`src/rtl/fifo_pkg.sv`:
```
// Shared constants and helpers for the programmable synchronous FIFO.
package fifo_pkg;

    // Read-mode selectors for the FWFT parameter
    localparam int FWFT_OFF = 0;
    localparam int FWFT_ON  = 1;

    // Width of an occupancy count able to hold 0..depth inclusive
    function automatic int calc_lw(input int depth);
        return $clog2(depth + 1);
    endfunction

endpackage

```
`src/rtl/fifo_mem.sv`:
```
// Storage array for the FIFO: one synchronous write port, one asynchronous read port.
// Contents are deliberately not reset; the pointers define what is valid.
module fifo_mem #(
    parameter int FIFO_WIDTH = 16,
    parameter int FIFO_DEPTH = 8,
    parameter int AW         = 3
) (
    input  logic                  clk,
    input  logic                  i_wr_en,
    input  logic [AW-1:0]         i_wr_addr,
    input  logic [FIFO_WIDTH-1:0] i_wr_data,
    input  logic [AW-1:0]         i_rd_addr,
    output logic [FIFO_WIDTH-1:0] o_rd_data
);

    logic [FIFO_WIDTH-1:0] r_mem [0:FIFO_DEPTH-1];

    // Store the write word at the write address
    always_ff @(posedge clk) begin
        if (i_wr_en) begin
            r_mem[i_wr_addr] <= i_wr_data;
        end
    end

    assign o_rd_data = r_mem[i_rd_addr];

endmodule

```
`src/rtl/sync_fifo_prog.sv`:
```
// Synchronous FIFO with programmable almost-full/almost-empty thresholds,
// arbitrary (non power-of-two) depth and selectable standard / FWFT read mode.
module sync_fifo_prog
    import fifo_pkg::*;
#(
    parameter int FIFO_WIDTH = 16,
    parameter int FIFO_DEPTH = 8,
    parameter int FWFT       = FWFT_OFF
) (
    input  logic                             clk,
    input  logic                             rst,
    input  logic [FIFO_WIDTH-1:0]            data_in,
    input  logic                             wr_en,
    input  logic                             rd_en,
    input  logic [calc_lw(FIFO_DEPTH)-1:0]   af_thresh,
    input  logic [calc_lw(FIFO_DEPTH)-1:0]   ae_thresh,
    output logic [FIFO_WIDTH-1:0]            data_out,
    output logic                             rd_valid,
    output logic                             wr_ack,
    output logic                             overflow,
    output logic                             underflow,
    output logic                             full,
    output logic                             empty,
    output logic                             almostfull,
    output logic                             almostempty,
    output logic [calc_lw(FIFO_DEPTH)-1:0]   level
);

    localparam int LW = calc_lw(FIFO_DEPTH);
    localparam int PW = $clog2(FIFO_DEPTH);
    localparam logic [PW-1:0] LAST_PTR = PW'(FIFO_DEPTH - 1);
    localparam logic [LW-1:0] DEPTH_LV = LW'(FIFO_DEPTH);

    logic [PW-1:0]         r_wr_ptr;
    logic [PW-1:0]         r_rd_ptr;
    logic [LW-1:0]         r_level;
    logic                  r_wr_ack;
    logic                  r_overflow;
    logic                  r_underflow;

    logic                  w_full;
    logic                  w_empty;
    logic                  w_rd_accept;
    logic                  w_wr_accept;
    logic [FIFO_WIDTH-1:0] w_mem_rd_data;

    // Status flags come straight from the registered level
    assign w_full      = (r_level == DEPTH_LV);
    assign w_empty     = (r_level == '0);
    // A write into a full FIFO is allowed only when a read frees a slot the same cycle
    assign w_rd_accept = rd_en && !w_empty;
    assign w_wr_accept = wr_en && (!w_full || w_rd_accept);

    fifo_mem #(
        .FIFO_WIDTH (FIFO_WIDTH),
        .FIFO_DEPTH (FIFO_DEPTH),
        .AW         (PW)
    ) u_mem (
        .clk       (clk),
        .i_wr_en   (w_wr_accept && !rst),
        .i_wr_addr (r_wr_ptr),
        .i_wr_data (data_in),
        .i_rd_addr (r_rd_ptr),
        .o_rd_data (w_mem_rd_data)
    );

    // Pointer and occupancy bookkeeping; pointers wrap explicitly at DEPTH-1
    always_ff @(posedge clk) begin
        if (rst) begin
            r_wr_ptr <= '0;
            r_rd_ptr <= '0;
            r_level  <= '0;
        end else begin
            if (w_wr_accept) begin
                r_wr_ptr <= (r_wr_ptr == LAST_PTR) ? '0 : r_wr_ptr + 1'b1;
            end
            if (w_rd_accept) begin
                r_rd_ptr <= (r_rd_ptr == LAST_PTR) ? '0 : r_rd_ptr + 1'b1;
            end
            if (w_wr_accept && !w_rd_accept) begin
                r_level <= r_level + 1'b1;
            end else if (!w_wr_accept && w_rd_accept) begin
                r_level <= r_level - 1'b1;
            end
        end
    end

    // One-cycle event pulses describing the previous cycle's requests
    always_ff @(posedge clk) begin
        if (rst) begin
            r_wr_ack    <= 1'b0;
            r_overflow  <= 1'b0;
            r_underflow <= 1'b0;
        end else begin
            r_wr_ack    <= w_wr_accept;
            r_overflow  <= wr_en && !w_wr_accept;
            r_underflow <= rd_en && !w_rd_accept;
        end
    end

    generate
        if (FWFT == FWFT_ON) begin : g_fwft
            // Head entry is always visible; masked to zero while empty
            assign data_out = w_empty ? '0 : w_mem_rd_data;
            assign rd_valid = !w_empty;
        end else begin : g_std
            logic [FIFO_WIDTH-1:0] r_data_out;
            logic                  r_rd_valid;

            // Registered read: load the head word on an accepted pop
            always_ff @(posedge clk) begin
                if (rst) begin
                    r_data_out <= '0;
                    r_rd_valid <= 1'b0;
                end else begin
                    r_rd_valid <= w_rd_accept;
                    if (w_rd_accept) begin
                        r_data_out <= w_mem_rd_data;
                    end
                end
            end

            assign data_out = r_data_out;
            assign rd_valid = r_rd_valid;
        end
    endgenerate

    assign wr_ack      = r_wr_ack;
    assign overflow    = r_overflow;
    assign underflow   = r_underflow;
    assign full        = w_full;
    assign empty       = w_empty;
    assign almostfull  = (r_level >= af_thresh);
    assign almostempty = (r_level <= ae_thresh);
    assign level       = r_level;

    logic r_both_at_full;
    logic r_wr_en_q;
    logic r_rd_en_q;

    // History needed by the protocol checks below
    always_ff @(posedge clk) begin
        if (rst) begin
            r_both_at_full <= 1'b0;
            r_wr_en_q      <= 1'b0;
            r_rd_en_q      <= 1'b0;
        end else begin
            r_both_at_full <= w_full && wr_en && rd_en;
            r_wr_en_q      <= wr_en;
            r_rd_en_q      <= rd_en;
        end
    end

    // Protocol checks: bounded level, simultaneous op at full, pulse causality, ack/overflow exclusion
    always @(posedge clk) begin
        if (!rst) begin
            a_level_bound: assert (r_level <= DEPTH_LV);
            a_full_both:   assert (!r_both_at_full || (r_level == DEPTH_LV));
            a_ack_cause:   assert (!r_wr_ack || r_wr_en_q);
            a_ovf_cause:   assert (!r_overflow || r_wr_en_q);
            a_udf_cause:   assert (!r_underflow || r_rd_en_q);
            a_ack_ovf:     assert (!(r_wr_ack && r_overflow));
        end
    end

endmodule

```
`config.mk`:
```
export PLATFORM = sky130hd
export DESIGN_NAME = sync_fifo_prog
export DESIGN_NICKNAME = d
export VERILOG_FILES = /design/src/rtl/fifo_pkg.sv /design/src/rtl/fifo_mem.sv /design/src/rtl/sync_fifo_prog.sv
export SDC_FILE = /design/constraint.sdc
export NUM_CORES = 1
export LEC_CHECK = 0
export BUFFER_PORTS_ARGS = -buffer_cell sky130_fd_sc_hd__buf_2
export CAP_MARGIN = 10
export CORE_UTILIZATION = 59
export DETAILED_ROUTE_END_ITERATION = 8
export PLACE_DENSITY = 0.79
export SLEW_MARGIN = 10
export SYNTH_ARGS = -nofsm -noshare
export SYNTH_HDL_FRONTEND = slang
export SYNTH_SLANG_ARGS = --single-unit
```
`constraint.sdc`:
```
create_clock -name clk -period 3.05 [get_ports clk]
set_input_delay 0.61 -clock clk [delete_from_list [all_inputs] [get_ports clk]]
set_output_delay 0.61 -clock clk [all_outputs]
set_load 0.05 [all_outputs]
```
Word level (Yosys, flattened, before mapping)
Memories as Yosys holds them, arrays and structs flattened. A register that Yosys moved wholly into a read port is not among the register bits.
Index checks and enable logic that the tools add are counted.
- bits in registers: 14
- bits in writable memories: 128
- bits of input ports: 28
- output and inout port bits: 28
- word-level logic and storage cells: 38
- memories: 1
- add/sub/neg operators: 4
- $lt $le $gt $ge: 2
- eq/ne operators: 3
- multiplexer cells: 6
- reductions and logical operators: 15
- memory list (memory ; words ; bits a word ; read ports ; clocked after memory_dff ; wr ports ; RTL line ; RTL):
    u_mem.r_mem ; 8 ; 16 ; 1 ; 1 ; 1 ; fifo_mem.sv:16 ; logic [FIFO_WIDTH-1:0] r_mem [0:FIFO_DEPTH-1];
- operators with widths (kind ; number):
    $mux W4 ; 2
    $logic_and A1 B1 Y1 ; 7
    $add A3 B1 Y3 const B ; 2
    $eq A3 B3 Y1 const B ; 2
    $mux W3 ; 2
    $logic_not A1 Y1 ; 5
    $add A4 B1 Y4 const B ; 1
    $eq A4 B4 Y1 const B ; 1
    $ge A4 B4 Y1 ; 1
    $le A4 B4 Y1 ; 1
    $logic_not A4 Y1 ; 1
    $sub A4 B1 Y4 const B ; 1
    $mux W1 ; 2
    $reduce_bool A2 Y1 ; 1
    $logic_or A1 B1 Y1 ; 1

Logic depth before layout (Yosys ltp)
- depth in word-level cells: 9
- gate-level depth with buffers: 10
- gate-level depth less buffers: 10

By module
From an unflattened synthesis, not the netlist that was laid out.
- cell total of the unflattened synthesis: 363
- area, all modules: 6437.4 um^2
- by module, submodules not included (module ; instances ; cells each ; area each (um^2) ; sequential area each (um^2)):
    fifo_mem ; 1 ; 198 ; 4973.5 ; 3843.7
    sync_fifo_prog ; 1 ; 165 ; 1463.9 ; 600.6

Least setup slack after synthesis
OpenSTA, ideal clock, no wires.
- path kind: register -> output
- from: reg r_level[1], in the netlist level[1]
- to: out almostempty
- arrival: 2.645 ns
- path slack: -0.205 ns
- stages on the path, launching flop included: 6
- path through: dfxtp_1 ha_1 nor2b_1 o21a_1 o21a_1 o21ai_0
- longest elaborated chain between the ends: 1
- ends and longest elaborated chain (element ; RTL line ; RTL):
    start: declaration ; sync_fifo_prog.sv:36 ; logic [LW-1:0] r_level;
    start signal: assignment ; sync_fifo_prog.sv:81 ; r_level <= r_level + 1'b1;
    start signal: assignment ; sync_fifo_prog.sv:83 ; r_level <= r_level - 1'b1;
    $le A4 B4 Y1 ; sync_fifo_prog.sv:134 ; assign almostempty = (r_level <= ae_thresh);
    end: declaration ; sync_fifo_prog.sv:25 ; output logic almostempty,
Every way passes these cells.

Final worst setup path
- from: reg r_level[2], in the netlist level[2]
- to: reg r_level[3], in the netlist level[3]
- longest elaborated chain between the ends: 8
- elaborated cells on any way between the ends: 16
- those cells by class: add/sub: 2; eq/ne: 1; mux: 2; reduce/logical: 11
- ends and longest elaborated chain (element ; RTL line ; RTL):
    $logic_not A4 Y1 ; sync_fifo_prog.sv:49 ; assign w_empty = (r_level == '0);
    $logic_not A1 Y1 ; sync_fifo_prog.sv:51 ; assign w_rd_accept = rd_en && !w_empty;
    $logic_and A1 B1 Y1 ; sync_fifo_prog.sv:51 ;
    $logic_or A1 B1 Y1 (*) ; sync_fifo_prog.sv:52 ; assign w_wr_accept = wr_en && (!w_full || w_rd_accept);
    $logic_and A1 B1 Y1 (*) ; sync_fifo_prog.sv:52 ;
    named net w_wr_accept ; sync_fifo_prog.sv:44 ; logic w_wr_accept;
    $logic_not A1 Y1 ; sync_fifo_prog.sv:82 ; end else if (!w_wr_accept && w_rd_accept) begin
    $logic_and A1 B1 Y1 ; sync_fifo_prog.sv:82 ;
    $reduce_bool A2 Y1 (no line) ; -- ;
The timed path passes the listed nets; every way through them passes the cells marked *. The select of a mux whose other input is x is not followed.
A chain may end at the register's enable or synchronous reset.

==> impl_metrics.csv <==
group,metric,value,unit
timing,fin_crit_sh,93.04,%
global_routing,grt_max_degree,34,
pwr,vdd_drop_max,0.0005493,V
detailed_routing,wl,12.12,mm
clock_tree,clkLatencyLatePin,520,ps
clock_tree,cts-resized-gates,0,
detailed_routing,drtIter0Drc,204,
clock_tree,cts_tree,"built",
detailed_routing,first_pass_iters,6,
pwr,powerDensity,870.6,nW/µm²
synthesis,yosys-top-cells-area,"edfxtp_1 62%, mux4_2 12%, dfxtp_1 9.7%",
layout,diodes,0,
layout,fill_cells,663,
synthesis,syn-cell-area,6207,µm²
timing,fin_crit,2838,ps
critical_path,cp-start-kind,"flop",
pwr,leakagePower,0.002646,µW
floorplanning,core-area,10280,µm²
clock_tree,post_cts_buffers,0,
timing,timing.fmax,352.4,MHz
synthesis,syn-num-nets,392,
status,outcome,"finished, final reports clean",
place,gp_congestion,0.7135,
synthesis,synth_cells,348,
critical_path,worstPathRequired,3460,ps
synthesis,synth.most_common_cell,"edfxtp_1",
timing,skew,11.02,ps
detailed_routing,num_vias,3341,
global_routing,grt_overflow,0,
timing,slew_headroom,52.91,%
global_routing,antenna_found_initial,0,
timing,tightestPinTransition,706.4,ps
timing,maxSlewViolCount,0,
place,portBuffers,55,
synthesis,async_reset_ff_share,0,%
clock_tree,numCtsBuffers,17,
floorplanning,die_area,10930,µm²
detailed_routing,drc,0,
clock_tree,cts_buffer_depth,2,
detailed_routing,routed_via_density,5.841,
floorplanning,fp.dieH,104.6,µm
global_routing,gr-usage-all-layers,24.13,%
place,place_ws,275.9,ps
clock_tree,cts_sinks,158,
floorplanning,chipWidth,104.6,µm
layout,final_nets,468,
clock_tree,clk_pin_slew_worst_paths,70,ps
critical_path,worstSetupPathType,"flop to flop",
synthesis,ys.warnings.count,0,
floorplanning,rows,37,
synthesis,yosys.cell_types.count,42,
synthesis,syn_avg_cell_area,17.84,µm²
synthesis,synth-edff-count,128,
timing,setup_tns,0,ps
timing,hold_ws,343.6,ps
synthesis,synth_flop_cell,"edfxtp_1",
timing,fin_ws,212.3,ps
flow_run,drv_cap,0,
floorplanning,pin_count,56,
clock_tree,cts_max_level,4,
hold_path,hold_path.class,"input pin to flop",
critical_path,crit_arrival,3250,ps
global_routing,grt_pass1_wl,18.85,mm
critical_path,path_max_fanout,8,
synthesis,yosysTopAreaCellShare,61.92,%
synthesis,seq_area_frac_synth,71.60,%
global_routing,grt_pass1_vias,3392,
timing,setup_viol,0,
clock_tree,cts_hold_buf,0,
synthesis,synth.top_cells.by_count,"128 x edfxtp_1, 32 x mux4_2, 32 x nor2_1",
layout,area_growth,17.46,%
layout,drive_gt1_share,33.72,%
clock_tree,cts_root_buf,"clkbuf_8",
critical_path,endpoint_kind,"flop",
timing,final_hold_viol_count,0,
floorplanning,start_util,60.40,%
synthesis,synth_seq_cells,158,
detailed_routing,wl_per_cell,21.19,µm
place,hpwl,6.976,mm
detailed_routing,ant_nets,0,
synthesis,yosys.area.top_type,"edfxtp_1",
timing,rsz0062_at_grt,"false",
## kinds of logic after synthesis
| kind of cell | synth area share, % |
|---|---|
| flops | 71.60 |
| simple gates | 6.289 |
| mux | 12.28 |
| compound gates | 3.709 |
| buf+inv | 2.499 |
| fa+ha+maj | 3.346 |
| xor+xnor | 0.2823 |
## placed cells by master (no fill, tap or decap), types with 4 or more instances in the layout
master       n
a21oi_1      7
buf_2       55
buf_4       16
clkbuf_16   16
dfxtp_1     29
edfxtp_1   128
ha_1        15
inv_1       12
mux4_2      32
nand2_1      7
nand2b_1     4
nor2_1      32
nor3_1      15
o22ai_1     15
## where the power goes
part           switching, µW  internal, µW
clock                    869          1260
combinational           1010           598
sequential               127          2480
## routing by layer
layer / track usage, % / routed length (µm)
met1: 31.16 / 4926
met2: 39.83 / 6325
met3: 5.427 / 702
met4: 10.26 / 168
met5: 0 / 0
## worst paths after layout
path	start	endpoint	slack [ps]	depth (start not counted)
setup / recovery	level[2]$_SDFFE_PP0P_	level[3]$_SDFFE_PP0P_	210	10
hold / removal	data_in[8]	u_mem.r_mem[1][8]$_DFFE_PP_	340	1
setup reg to reg	level[2]$_SDFFE_PP0P_	level[3]$_SDFFE_PP0P_	210	10
hold reg to reg	data_out[3]$_SDFFE_PP0P_	data_out[3]$_SDFFE_PP0P_	490	2
## flip-flops by register name, summed over array words and instances (netlist names)
signal       cells
overflow         1
wr_ack           1
u_mem.r_mem    128
r_rd_ptr         3
rd_valid         1
level            4
r_wr_ptr         3
underflow        1
data_out        16
## critical path: stages, from the launching register on
cell	delay (ps)
dfxtp_1	400
or4b_4	560
o21ai_4	230
inv_1	80
ha_1	190
inv_1	130
ha_1	290
a21oi_1	220
a211oi_1	100
a31oi_1	170
mux2_2	350
## through the flow
| stage | total power [µW] | std cells | util, % | instance area [µm²] |
|---|---|---|---|---|
| finish | 6348 | 572 | 70.94 | 7291 |
| global route | 6593 | 572 | 70.94 | 7291 |
| CTS | 6403 | 572 | 70.94 | 7291 |
| detailed placement | 4269 | 541 | 65.13 | 6694 |
| global placement | 4229 | 541 | 65.13 | 6694 |
| floorplan | 3906 | 348 | - | 6212 |
## cell type report
| cell class | count | area [µm²] | share of cell area [%] |
|---|---|---|---|
| multi-input combinational | 163 | 1618 | 22.19 |
| clock inverter | 14 | 182.7 | 2.506 |
| timing repair buffer | 72 | 415.4 | 5.698 |
| sequential | 158 | 4446 | 60.97 |
| inverter | 12 | 45.04 | 0.6178 |
| clock buffer | 17 | 414.1 | 5.680 |
| tap | 136 | 170.2 | 2.334 |
(Power assumes the default switching activity.)
